$ cat config.mk
export PLATFORM = sky130hd
export DESIGN_NAME = serial_sub_ctrl_flat
export DESIGN_NICKNAME = d
export VERILOG_FILES = /design/src/rtl/serial_sub_ctrl_if.sv /design/src/rtl/serial_sub_ctrl.sv /design/src/flat_wrapper.sv
export SDC_FILE = /design/constraint.sdc
export NUM_CORES = 1
export LEC_CHECK = 0
export ABC_AREA = 1
export BUFFER_PORTS_ARGS = -buffer_cell sky130_fd_sc_hd__buf_2
export CAP_MARGIN = 20
export CORE_ASPECT_RATIO = 2
export CORE_MARGIN = 1
export CORE_UTILIZATION = 60
export CTS_BUF_LIST = sky130_fd_sc_hd__clkbuf_8
export DETAILED_ROUTE_END_ITERATION = 10
export GPL_ROUTABILITY_DRIVEN = 0
export PLACE_DENSITY = 0.87
export SYNTH_ARGS = -nofsm -noshare
export SYNTH_HDL_FRONTEND = slang
export SYNTH_SLANG_ARGS = --single-unit
export TNS_END_PERCENT = 50
$ cat constraint.sdc
create_clock -name clk -period 3 [get_ports clk]
set_input_delay 0.75 -clock clk [delete_from_list [all_inputs] [get_ports clk]]
set_output_delay 0.75 -clock clk [all_outputs]
set_load 0.01 [all_outputs]
$ cat src/rtl/serial_sub_ctrl_if.sv
// rtl/serial_sub_ctrl_if.sv - request, result and full-subtractor signals of serial_sub_ctrl
interface serial_sub_ctrl_if #(parameter int WIDTH = 8);
    logic             start;
    logic [WIDTH-1:0] in_a;
    logic [WIDTH-1:0] in_b;
    logic             borrow_in;
    logic             in_ready;
    logic             busy;
    logic             fs_a;
    logic             fs_b;
    logic             fs_c;
    logic             fs_diff;
    logic             fs_borrow;
    logic             res_valid;
    logic             res_ready;
    logic [WIDTH-1:0] result;
    logic             borrow_out;

    modport slave (
        input  start, in_a, in_b, borrow_in, fs_diff, fs_borrow, res_ready,
        output in_ready, busy, fs_a, fs_b, fs_c, res_valid, result, borrow_out
    );

    modport master (
        output start, in_a, in_b, borrow_in, fs_diff, fs_borrow, res_ready,
        input  in_ready, busy, fs_a, fs_b, fs_c, res_valid, result, borrow_out
    );
endinterface

$ cat src/rtl/serial_sub_ctrl.sv
// rtl/serial_sub_ctrl.sv - LSB-first bit-serial A - B - borrow_in using an external 1-bit full subtractor
module serial_sub_ctrl #(
    parameter int WIDTH = 8
) (
    input  logic               clk,
    input  logic               rst_n,
    serial_sub_ctrl_if.slave   bus
);
    localparam int            CW   = (WIDTH > 1) ? $clog2(WIDTH) : 1;
    localparam logic [CW-1:0] LAST = CW'(WIDTH - 1);

    typedef enum logic [1:0] {IDLE, RUN, DONE} state_t;

    state_t           state;
    logic [WIDTH-1:0] a_sh;
    logic [WIDTH-1:0] b_sh;
    logic [WIDTH-1:0] result_sh;
    logic [CW-1:0]    cnt;
    logic             brw;
    logic             run;
    logic             in_ready_q;
    logic             busy_q;
    logic             res_valid_q;
    logic             borrow_out_q;

    always_ff @(posedge clk) begin
        if (!rst_n) begin
            state        <= IDLE;
            a_sh         <= '0;
            b_sh         <= '0;
            result_sh    <= '0;
            cnt          <= '0;
            brw          <= 1'b0;
            run          <= 1'b0;
            in_ready_q   <= 1'b1;
            busy_q       <= 1'b0;
            res_valid_q  <= 1'b0;
            borrow_out_q <= 1'b0;
        end else begin
            case (state)
                IDLE: begin
                    if (bus.start) begin
                        a_sh       <= bus.in_a;
                        b_sh       <= bus.in_b;
                        brw        <= bus.borrow_in;
                        cnt        <= '0;
                        run        <= 1'b1;
                        in_ready_q <= 1'b0;
                        busy_q     <= 1'b1;
                        state      <= RUN;
                    end
                end
                RUN: begin
                    result_sh <= {bus.fs_diff, result_sh[WIDTH-1:1]};
                    brw       <= bus.fs_borrow;
                    a_sh      <= a_sh >> 1;
                    b_sh      <= b_sh >> 1;
                    if (cnt == LAST) begin
                        // counter is cleared rather than incremented so it never wraps
                        cnt          <= '0;
                        run          <= 1'b0;
                        res_valid_q  <= 1'b1;
                        borrow_out_q <= bus.fs_borrow;
                        state        <= DONE;
                    end else begin
                        cnt <= cnt + 1'b1;
                    end
                end
                DONE: begin
                    if (bus.res_ready) begin
                        res_valid_q <= 1'b0;
                        busy_q      <= 1'b0;
                        in_ready_q  <= 1'b1;
                        state       <= IDLE;
                    end
                end
                default: state <= IDLE;
            endcase
        end
    end

    // subtractor inputs come only from flops, gated to zero outside RUN
    assign bus.fs_a       = run & a_sh[0];
    assign bus.fs_b       = run & b_sh[0];
    assign bus.fs_c       = run & brw;
    assign bus.in_ready   = in_ready_q;
    assign bus.busy       = busy_q;
    assign bus.res_valid  = res_valid_q;
    assign bus.result     = result_sh;
    assign bus.borrow_out = borrow_out_q;
endmodule

$ cat src/flat_wrapper.sv
// flat-port wrapper written by rule: the top's interface ports become plain ports
module serial_sub_ctrl_flat 
#(
    parameter int WIDTH = 8
)
  (clk, rst_n, bus_start, bus_in_a, bus_in_b, bus_borrow_in, bus_fs_diff, bus_fs_borrow, bus_res_ready, bus_in_ready, bus_busy, bus_fs_a, bus_fs_b, bus_fs_c, bus_res_valid, bus_result, bus_borrow_out);
  serial_sub_ctrl_if #(.WIDTH(WIDTH)) bus_i ();
  input  logic clk;
  input  logic rst_n;
  input wire logic [$bits(bus_i.start)-1:0] bus_start;
  input wire logic [$bits(bus_i.in_a)-1:0] bus_in_a;
  input wire logic [$bits(bus_i.in_b)-1:0] bus_in_b;
  input wire logic [$bits(bus_i.borrow_in)-1:0] bus_borrow_in;
  input wire logic [$bits(bus_i.fs_diff)-1:0] bus_fs_diff;
  input wire logic [$bits(bus_i.fs_borrow)-1:0] bus_fs_borrow;
  input wire logic [$bits(bus_i.res_ready)-1:0] bus_res_ready;
  output wire logic [$bits(bus_i.in_ready)-1:0] bus_in_ready;
  output wire logic [$bits(bus_i.busy)-1:0] bus_busy;
  output wire logic [$bits(bus_i.fs_a)-1:0] bus_fs_a;
  output wire logic [$bits(bus_i.fs_b)-1:0] bus_fs_b;
  output wire logic [$bits(bus_i.fs_c)-1:0] bus_fs_c;
  output wire logic [$bits(bus_i.res_valid)-1:0] bus_res_valid;
  output wire logic [$bits(bus_i.result)-1:0] bus_result;
  output wire logic [$bits(bus_i.borrow_out)-1:0] bus_borrow_out;
  assign bus_i.start = bus_start;
  assign bus_i.in_a = bus_in_a;
  assign bus_i.in_b = bus_in_b;
  assign bus_i.borrow_in = bus_borrow_in;
  assign bus_i.fs_diff = bus_fs_diff;
  assign bus_i.fs_borrow = bus_fs_borrow;
  assign bus_i.res_ready = bus_res_ready;
  assign bus_in_ready = bus_i.in_ready;
  assign bus_busy = bus_i.busy;
  assign bus_fs_a = bus_i.fs_a;
  assign bus_fs_b = bus_i.fs_b;
  assign bus_fs_c = bus_i.fs_c;
  assign bus_res_valid = bus_i.res_valid;
  assign bus_result = bus_i.result;
  assign bus_borrow_out = bus_i.borrow_out;
  serial_sub_ctrl #(.WIDTH(WIDTH)) u_core (.clk(clk), .rst_n(rst_n), .bus(bus_i));
endmodule
* Word-level counts from Yosys, hierarchy flattened
Cells that the tools add are included.
** Storage, ports and cells
- Flip-flop bits (word level) :: 35
- Input bits :: 23
- Output and inout bits :: 15
- Logic and storage cells :: 54
** Cells by class
- Add/subtract/negate cells :: 1
- Eq/ne operators :: 6
- Multiplexer cells :: 23
- Bitwise logic cells :: 3
- Reductions and logical operators :: 10
** Operators with widths (count)
- one-hot mux 8 bit (2 select lines) :: 2
- two-way mux 8 bit :: 2
- AND reduction 3 bit :: 4
- one-hot mux 1 bit (2 select lines) :: 5
- two-way mux 1 bit :: 7
- two-way mux 2 bit :: 3
- two-way mux 3 bit :: 2
- one-hot mux 2 bit (3 select lines) :: 1
- one-hot mux 3 bit (2 select lines) :: 1
- nonzero test 2 bit :: 3
- inequality test 2 bit, second input constant :: 2
- AND reduction 2 bit :: 2
- adder 3 x 1 -> 3 bit, second input constant :: 1
- AND 1 bit :: 3
- equality test 3 bit, second input constant :: 1
- equality test 2 x 1 -> 1 bit, second input constant :: 1
- equality test 2 bit, second input constant :: 1
- logical NOT 2 bit :: 1
- inequality test 2 x 1 -> 1 bit, second input constant :: 1

* Depth between registers and ports, before layout
Gate-level depths: netlist of the first run.
- Depth after elaboration :: 3
- Mapped depth :: 8
- Gate-level depth less buffers :: 7

* Least setup slack after synthesis of the first run
Ideal clock, no wire load.
- Path kind :: input to register
- From :: in bus_start
- To :: reg u_core.a_sh[2]
- Setup time :: 114 ps
- Arrival time :: 1271 ps
- Data required time :: 2886 ps
- Slack :: 1616 ps
- Cell stages on the path :: 6
- Path buffers :: 1
- Cell sequence :: inv_1 -> nand2_8 -> nand2_8 -> buf_4 -> a21oi_1 -> nor2_1
** Between the ends
- Word-level cells in the longest chain between the ends :: 2
** RTL lines
- start: declaration :: RTL line flat_wrapper.sv:10 : input wire logic [$bits(bus_i.start)-1:0] bus_start;
- inequality test 2 bit (no source line)
- AND reduction 2 bit (no source line)
- end signal: assignment :: RTL line serial_sub_ctrl.sv:43 : a_sh <= bus.in_a;
- end signal: assignment :: RTL line serial_sub_ctrl.sv:56 : a_sh <= a_sh >> 1;
- end: declaration :: RTL line serial_sub_ctrl.sv:15 : logic [WIDTH-1:0] a_sh;
No other way between the ends.
A chain may end at the register's enable or synchronous reset.

* Final worst setup path of the first run
- From :: reg u_core.run
- To :: out bus_fs_c
** Between the ends
- Word-level cells in the longest chain between the ends :: 1
** RTL lines
- start: declaration :: RTL line serial_sub_ctrl.sv:20 : logic run;
- start signal: assignment :: RTL line serial_sub_ctrl.sv:34 : run <= 1'b0;
- start signal: assignment :: RTL line serial_sub_ctrl.sv:47 : run <= 1'b1;
- start signal: assignment :: RTL line serial_sub_ctrl.sv:61 : run <= 1'b0;
- AND 1 bit :: RTL line serial_sub_ctrl.sv:85 : assign bus.fs_c = run & brw;
- end: declaration :: RTL line flat_wrapper.sv:21 : output wire logic [$bits(bus_i.fs_c)-1:0] bus_fs_c;
No other way between the ends.

==> flow_summary.toml, run 1 <==
[layout]
drive_above_1_share_pct = 18.2
area_growth_syn_to_layout_pct = 14.8
fillers = 227
finalNonFillerCells = 314
final_nets = 311
diodes = 0
final_area_um2 = 1940

[clocking]
cts_buffer_depth = 2
cts_setup_buffers = 0
clockRootBuffer = "clkbuf_8"
numCtsBuffers = 5
cts_tree = "done"
clock-sinks = 35
clock_latency_ps = 290
cts_resized = 0
cts_max_level = 2
holdBufCountCts = 0
clk_pin_slew_ps = 70

[timing]
rsz0062_at_grt = "no"
finalCritPeriodShare_pct = 55.2
slew_headroom_pct = 50.0
holdWs_ps = 472
clock_skew_ps = 5.45
hold_viol = 0
setup_viol = 0
fin_crit_ps = 1660
slew_violations = 0
worst_pin_slew_ps = 749
fmax_mhz = 604
finalSetupTns_ps = 0

[yosys]
synth_area_per_cell_um2 = 6.71
yosys_warnings = 0
yosysMostFrequentCell = "nand2_1"
synth_top_area_share_pct = 41.5
synth_fp_nets = 278
ys_seq_elements = 35
yosys-top-cells-count = "nand2_1 (83), inv_1 (41), dfxtp_1 (35)"
ys_async_sr_fraction_pct = 0
synthTopCellsByArea = "dfxtp_1 (41%), nand2_1 (18%), inv_1 (9.1%)"
synthDistinctLibCells = 17
synth_ff_type = "dfxtp_1"
seq_area_frac_synth_pct = 41.5
netlist_instances = 252
synth_edf_count = 0
syn_area_um2 = 1690
yosys.area.top_type = "dfxtp_1"

[power]
switching_share_pct = 26.3
irDropWorstVdd_mv = 0.388
power_switching_uw = 298
comb_power_share_pct = 15.1
p_leak_nw = 1.06
p_int_uw = 838
power_density_nw_per_um2 = 586
p_total_mw = 1.14
seqPwrFrac_pct = 46.3
pwr-share-clk_pct = 38.6

[worst_hold_path]
min-delay-start = "u_core.bus.in_ready"
hold_path_class = "reg -> reg"

[outcome]
status = "completed"

[setup_path]
cp.arrival_ps = 910
end_kind = "output port"
critPathMaxStageDelay_ps = 380
critPathBufInv = 2
critPathLaunchType = "register"
worstPathMaxFanout = 4
crit_family = "flip-flops"
cp_slowest_cell = "dfxtp_1"
startpoint = "u_core.run"
required_ps = 2250
crit_type = "reg -> out"
r2r-start = "u_core.state[0]"
path_cells = "nand2_1 -> inv_1 -> buf_2"

[floorplanning]
num_rows = 26
initial_utilization_pct = 65.0
die_h_um = 77.1
die_x_um = 39.5
core_region_area_um2 = 2600
num_io_pins = 38
die-area_um2 = 3050

[drt]
routed_via_density = 4.87
firstDrtPassIters = 4
routed_wl_mm = 3.32
ant_nets = 0
wire_per_inst_um = 10.6
drt-initial-drc-count = 30
drc_errors = 0
via_count = 1528

[global_routing]
antenna_found_initial = 0
grtUsageMet1_pct = 24.4
globalRoute.totalOverflow = 0
grt_use_met2_pct = 43.1
grt_pass1_wl_mm = 5.29
gr-usage-all-layers_pct = 24.8
use_met3_pct = 6.07
grt_max_degree = 36
top_usage_layer = "met2"
grt_pass1_vias = 1305

[placement]
place_area_um2 = 1820
dp_hpwl_mm = 2.25
port_buffers = 37
placedCellCount = 306

[flow_run]
maxCapViolations = 0
-- cell families after synthesis --
family | count (synthesis) | synth area share (%)
simple gates | 130 | 32.3
buf+inv | 54 | 14.9
flops | 35 | 41.5
compound gates | 30 | 9.10
fa+ha+maj | 3 | 2.22
-- worst min-delay path: stages (launching register included) --
cell     delay (ps)
dfxtp_1         330
nand2_1          60
nand3_1          50
-- final cells by class --
cell class	count	area [um^2]	area share, %
clock buffers	6	82.6	4.26
clock inverters	2	35.0	1.81
well taps	28	35.0	1.81
repair buffers	37	185	9.54
multi-input cells	163	738	38.0
flip-flops and latches	35	701	36.1
inverters	43	164	8.45
-- state kept, by name, summed over array words and instances (netlist names), 2 cells and up --
signal             flops
u_core.state           2
u_core.bus.result      8
u_core.b_sh            8
u_core.cnt             3
u_core.a_sh            8
-- placed cells by master, fill, tap and decap left out --
cell type,n
inv_1,41
nand2_8,2
clkbuf_8,6
nand2_4,1
nor2_4,1
bufinv_16,1
ha_1,3
inv_2,1
a21oi_1,20
nor2_1,34
a21oi_2,1
nand2_1,83
buf_2,37
clkinv_2,1
o21ai_0,9
inv_4,1
nand3_1,9
dfxtp_1,35
-- routing by layer --
layer  routed length (um)  vias up
met5                    0        -
met4                   76        0
met3                  133        5
met2                 1780       34
met1                 1330      678
li1                     -      811
-- path summary, 6_finish.rpt --
| path | end | slack [ps] | depth (start not counted) |
|---|---|---|---|
| worst max-delay path | bus_fs_c | 1340 | 3 |
| worst min-delay path | u_core.bus.in_ready | 470 | 2 |
| worst max register to register | u_core.bus.borrow_out | 1370 | 5 |
| worst min register to register | u_core.bus.in_ready | 470 | 2 |
-- power groups by stage --
stage               clock, mW  sequential, mW  combinational [mW]
global route            0.460           0.530               0.196
CTS                     0.441           0.526               0.173
floorplan                   0           0.533               0.137
finish                  0.439           0.527               0.171
global placement            0           0.536               0.168
detailed placement          0           0.536               0.171
-- per-stage QoR --
step                      worst slack, ps  utilization [%]
after global routing                 1250             74.6
after detailed placement             1150             70.0
after floorplan                      1620                -
after global placement               1170             70.0
after CTS                            1340             74.6
final                                1340             74.6
(Power assumes the default switching activity.)
==> run 2: changes to the inputs <==
Settings changed: CORE_UTILIZATION 60 to 55, PLACE_DENSITY 0.87 to 0.81.
Clock period 3 ns to 1.73 ns, I/O delays scaled along.
==> run 2 against run 1 <==
  * Worst setup slack got worse by 950 ps
  * Clock-buffer cell count decreased by 1
  * Flip-flop and latch count unchanged
  * Sequential power up 72%
  * Clock power up 28%
  * Via count up 0.92%
  * Routed wire length up 2.4%
  * Core utilization is 9.1 points lower
  * Critical path type unchanged
==> flow_summary.toml, run 2 (synthesis results as in run 1) <==
[placement]
place_worst_setup_slack_ps = 470
place_area_um2 = 1840
port_buffers = 37
placedCellCount = 310
dp_hpwl_mm = 2.39

[setup_path]
rrSetupSlack_ps = 490
cp_slowest_cell = "dfxtp_1"
required_ps = 1300
crit_family = "flip-flops"
critPathLaunchType = "register"
reg2reg_depth = 7
critPathBufInv = 2
crit_type = "reg -> out"
worstPathMaxFanout = 4
cp.arrival_ps = 900
path_cells = "nand2_1 -> inv_1 -> buf_2"
end_kind = "output port"
r2r-start = "u_core.cnt[0]"
critPathMaxStageDelay_ps = 390
r2r_end = "u_core.run"

[layout]
fillers = 306
layout_common_cells = "nand2_1 (83), inv_1 (42), buf_2 (37)"
multi_input_area_um2 = 738
final_common_cell = "nand2_1"
finalNonFillerCells = 318
final_area_um2 = 1930
final_nets = 313
drive_above_1_share_pct = 18.4
regArea_um2 = 701
diodes = 0
area_growth_syn_to_layout_pct = 13.9

[global_routing]
grt_pass1_wl_mm = 5.76
antenna_found_initial = 0
grt_max_degree = 36
gr-usage-all-layers_pct = 24.9
globalRoute.totalOverflow = 0
grt_pass1_vias = 1459

[clocking]
clk_pin_slew_ps = 70
clock-sinks = 35
cts_resized = 0
cts_buffer_depth = 2
cts_max_level = 2
clock_latency_ps = 280
cts_tree = "done"
cts_setup_buffers = 0
clockRootBuffer = "clkbuf_8"
numCtsBuffers = 5
holdBufCountCts = 0

[timing]
finalCritPeriodShare_pct = 77.1
worst_pin_slew_ps = 363
setup_ws_ps = 397
fmax_mhz = 750
slew_headroom_pct = 75.8
hold_viol = 0
setup_viol = 0
finalSetupTns_ps = 0
fin_crit_ps = 1330
rsz0062_at_grt = "no"
clock_skew_ps = 6.52
slew_violations = 0

[floorplanning]
initial_utilization_pct = 57.4
die-area_um2 = 3310
core_region_area_um2 = 2940
num_rows = 28
die_h_um = 80.4
num_io_pins = 38
die_x_um = 41.2

[power]
pwr-share-clk_pct = 31.6
switching_share_pct = 28.8
irDropWorstVdd_mv = 0.668
seqPwrFrac_pct = 50.9
power_density_nw_per_um2 = 924
power_switching_uw = 513
p_leak_nw = 1.05
comb_power_share_pct = 17.5
p_int_mw = 1.27

[drt]
wl_met1_mm = 1.34
via_count = 1542
routed_wl_mm = 3.40
top_layer = "met4"
dr_wl_met2_mm = 1.85
firstDrtPassIters = 4
ant_nets = 0
wl_met3_um = 128
wire_per_inst_um = 10.7
routed_via_density = 4.85
drc_errors = 0
drt-initial-drc-count = 36

[worst_hold_path]
hold_path_class = "in -> reg"
whs_path_depth = 3
min-delay-start = "bus_in_b[7]"
min_to = "u_core.b_sh[7]"

[flow_run]
maxCapViolations = 0

[outcome]
status = "completed"
[run 2: changes by cell type in the layout (fill, tap and decap cells not counted), sizes merged]
cell	before	now
buf	37	39
bufinv	1	0
clkbuf	6	5
clkinvlp	0	1
inv	43	44
[run 2: per-layer routing]
metal | track usage, % | up-vias
met5 | 0 | -
met3 | 6.08 | 8
met2 | 44.8 | 34
met1 | 23.9 | 684
met4 | 11.0 | 0
li1 | - | 816
[run 2: worst min-delay path: cells and delay by family]
family / cells / cell delay [ps]
buf+inv: 1 / 80
simple gates: 2 / 90
[run 2: worst max-delay path by stage]
stage	start	end	depth (start not counted)
detailed placement	u_core.state[0]	u_core.bus.res_valid	4
finish	u_core.run	bus_fs_a	3
global placement	bus_start	u_core.a_sh[0]	7
global route	u_core.run	bus_fs_c	3
CTS	u_core.run	bus_fs_a	3
floorplan	bus_start	u_core.a_sh[2]	6
[run 2: per-stage QoR]
step,total power [mW],util [%],hold WS (ps)
final,1.78,65.4,351
after global routing,1.88,65.4,342
after CTS,1.80,65.4,340
after detailed placement,1.24,62.5,450
after global placement,1.23,62.5,445
after floorplan,1.16,-,447
[run 2: final cells by class]
cell class,count,share of cell area (%)
Clock buffer,5,3.57
Tap cell,30,1.95
Multi-Input combinational cell,163,38.3
Inverter,43,8.51
Timing Repair Buffer,39,10.4
Sequential cell,35,36.4
Clock inverter,3,0.845
[run 2: power groups by stage]
stage                     clock [mW]  sequential, mW  combinational (mW)
after global routing           0.609           0.914               0.358
after global placement             0           0.921               0.304
final                          0.563           0.905               0.312
after CTS                      0.577           0.906               0.316
after detailed placement           0           0.924               0.314
after floorplan                    0           0.924               0.238
==> run 3: changes to the inputs <==
Settings changed: CORE_UTILIZATION 55 to 50, PLACE_DENSITY 0.81 to 0.78.
Clock period 1.73 ns to 1.1 ns, I/O delays scaled along.
==> run 3 against run 2 <==
  * The run now ends with negative setup slack left
  * Clock-buffer cell count rose by 2
  * Clock skew fell by 1.3 ps
  * Critical path type unchanged
  * Critical path depth did not move
  * Routed wire length rose by 12%
  * Core utilization fell by 0.15 points
==> flow_summary.toml, run 3 (synthesis results as in run 1) <==
[outcome]
status = "complete, but fails checks"
violations = "negative setup slack"

[placement]
place_area_um2 = 1890
port_buffers = 37
dp_hpwl_mm = 2.45

[layout]
finalCoreUtilization_pct = 65.3
drive_above_1_share_pct = 25.7
diodes = 0
final_common_cell = "nand2_1"
multi_input_area_um2 = 815
area_growth_syn_to_layout_pct = 23.3
fillers = 297
final_area_um2 = 2080
layout_common_cells = "nand2_1 (81), inv_1 (42), buf_2 (37)"
final_nets = 321
regArea_um2 = 708

[setup_path]
crit_type = "reg -> out"
r2r-start = "u_core.cnt[0]"
cp_slowest_cell = "dfxtp_2"
cp.arrival_ps = 860
r2r_end = "u_core.run"
critPathBufInv = 2
reg2reg_depth = 7
path_cells = "nand2_1 -> inv_1 -> buf_2"
required_ps = 820
end_kind = "output port"
rrSetupSlack_ps = 50
worstPathMaxFanout = 4
critPathMaxStageDelay_ps = 360
critPathLaunchType = "register"
crit_family = "flip-flops"

[power]
power_switching_uw = 834
irDropWorstVdd_mv = 0.950
p_leak_nw = 1.11
switching_share_pct = 27.8
comb_power_share_pct = 18.4
seqPwrFrac_pct = 47.7
power_density_nw_per_um2 = 1440
pwr-share-clk_pct = 33.9
p_int_mw = 2.16

[timing]
setup_viol = 3
setup_ws_ps = -32.7
rsz0062_at_grt = "yes"
fin_crit_ps = 1130
finalCritPeriodShare_pct = 103
slew_headroom_pct = 86.0
fmax_mhz = 883
hold_viol = 0
clock_skew_ps = 5.18
worst_pin_slew_ps = 210
slew_violations = 0

[worst_hold_path]
min-delay-start = "bus_in_b[7]"
hold_path_class = "in -> reg"
min_to = "u_core.b_sh[7]"
whs_path_depth = 3

[global_routing]
grt_pass1_wl_mm = 6.01
grt_pass1_vias = 1481
antenna_found_initial = 0
globalRoute.totalOverflow = 0
top_usage_layer = "met2"
grtUsageMet1_pct = 20.7
use_met3_pct = 5.16
grt_max_degree = 36
gr-usage-all-layers_pct = 21.9
grt_use_met2_pct = 39.3

[clocking]
cts_tree = "done"
holdBufCountCts = 0
clock_latency_ps = 290
clock-sinks = 35
clockRootBuffer = "clkbuf_8"
numCtsBuffers = 5
cts_max_level = 2
clk_pin_slew_ps = 70
cts_buffer_depth = 2

[flow_run]
maxCapViolations = 0

[floorplanning]
num_io_pins = 38
core_region_area_um2 = 3190
num_rows = 29
die_x_um = 43.1
initial_utilization_pct = 52.9
die_h_um = 84.2
die-area_um2 = 3630

[drt]
via_count = 1604
drt-initial-drc-count = 43
wire_per_inst_um = 11.7
drc_errors = 0
firstDrtPassIters = 4
routed_wl_mm = 3.82
routed_via_density = 4.91
ant_nets = 0
run 3: layout make-up:
type	instances	area share, %
Clock buffer	7	4.62
Clock inverter	1	0.180
Inverter	43	7.98
Multi-Input combinational cell	164	39.1
Sequential cell	35	34.0
Tap cell	31	1.86
Timing Repair Buffer	46	12.3
run 3: metrics by stage:
stage	cells	power, mW	setup WS, ps	hold slack (ps)	setup TNS (ps)
final	327	2.99	-32.7	194	-79.6
after global routing	327	3.16	-62.1	181	-182
after CTS	325	2.99	-35.5	187	-95.0
after detailed placement	317	1.96	-20.7	442	-27.6
after global placement	317	1.94	-8.52	437	-8.52
after floorplan	252	1.83	58.0	378	0
run 3: what timing repair did:
item,4_1_cts,5_1_grt
setup buffers,0,1
endpoints found under the setup margin,11,31
gates resized for setup,10,12
pin swaps,1,5
cloned,0,1
run 3: worst min-delay path, delay by kind of cell:
family / cells / cell delay, ps
buffers and inverters: 1 / 80
AND/OR/NAND/NOR: 2 / 100
run 3: worst max path at each step:
stage,startpoint,endpoint,slack [ps],cells after the start
2_1_floorplan,u_core.cnt[0],u_core.run,60,7
3_3_place_gp,u_core.cnt[1],u_core.run,-9,7
5_1_grt,u_core.run,bus_fs_b,-60,3
3_5_place_dp,u_core.cnt[0],u_core.run,-20,7
4_1_cts,u_core.run,bus_fs_b,-40,3
6_report,u_core.run,bus_fs_b,-30,3
run 3: routing by layer:
layer | wire, um | part of all wire [%]
met1 | 1430 | 38
met3 | 149 | 3.9
met5 | 0 | 0
met4 | 193 | 5.1
met2 | 2050 | 54
run 3: power by group through the flow:
stage	Sequential, mW	Clock (mW)	Combinational (mW)
2_1_floorplan	1.45	0	0.374
3_3_place_gp	1.45	0	0.497
3_5_place_dp	1.45	0	0.508
4_1_cts	1.43	1.05	0.516
5_1_grt	1.44	1.09	0.630
6_report	1.43	1.01	0.551
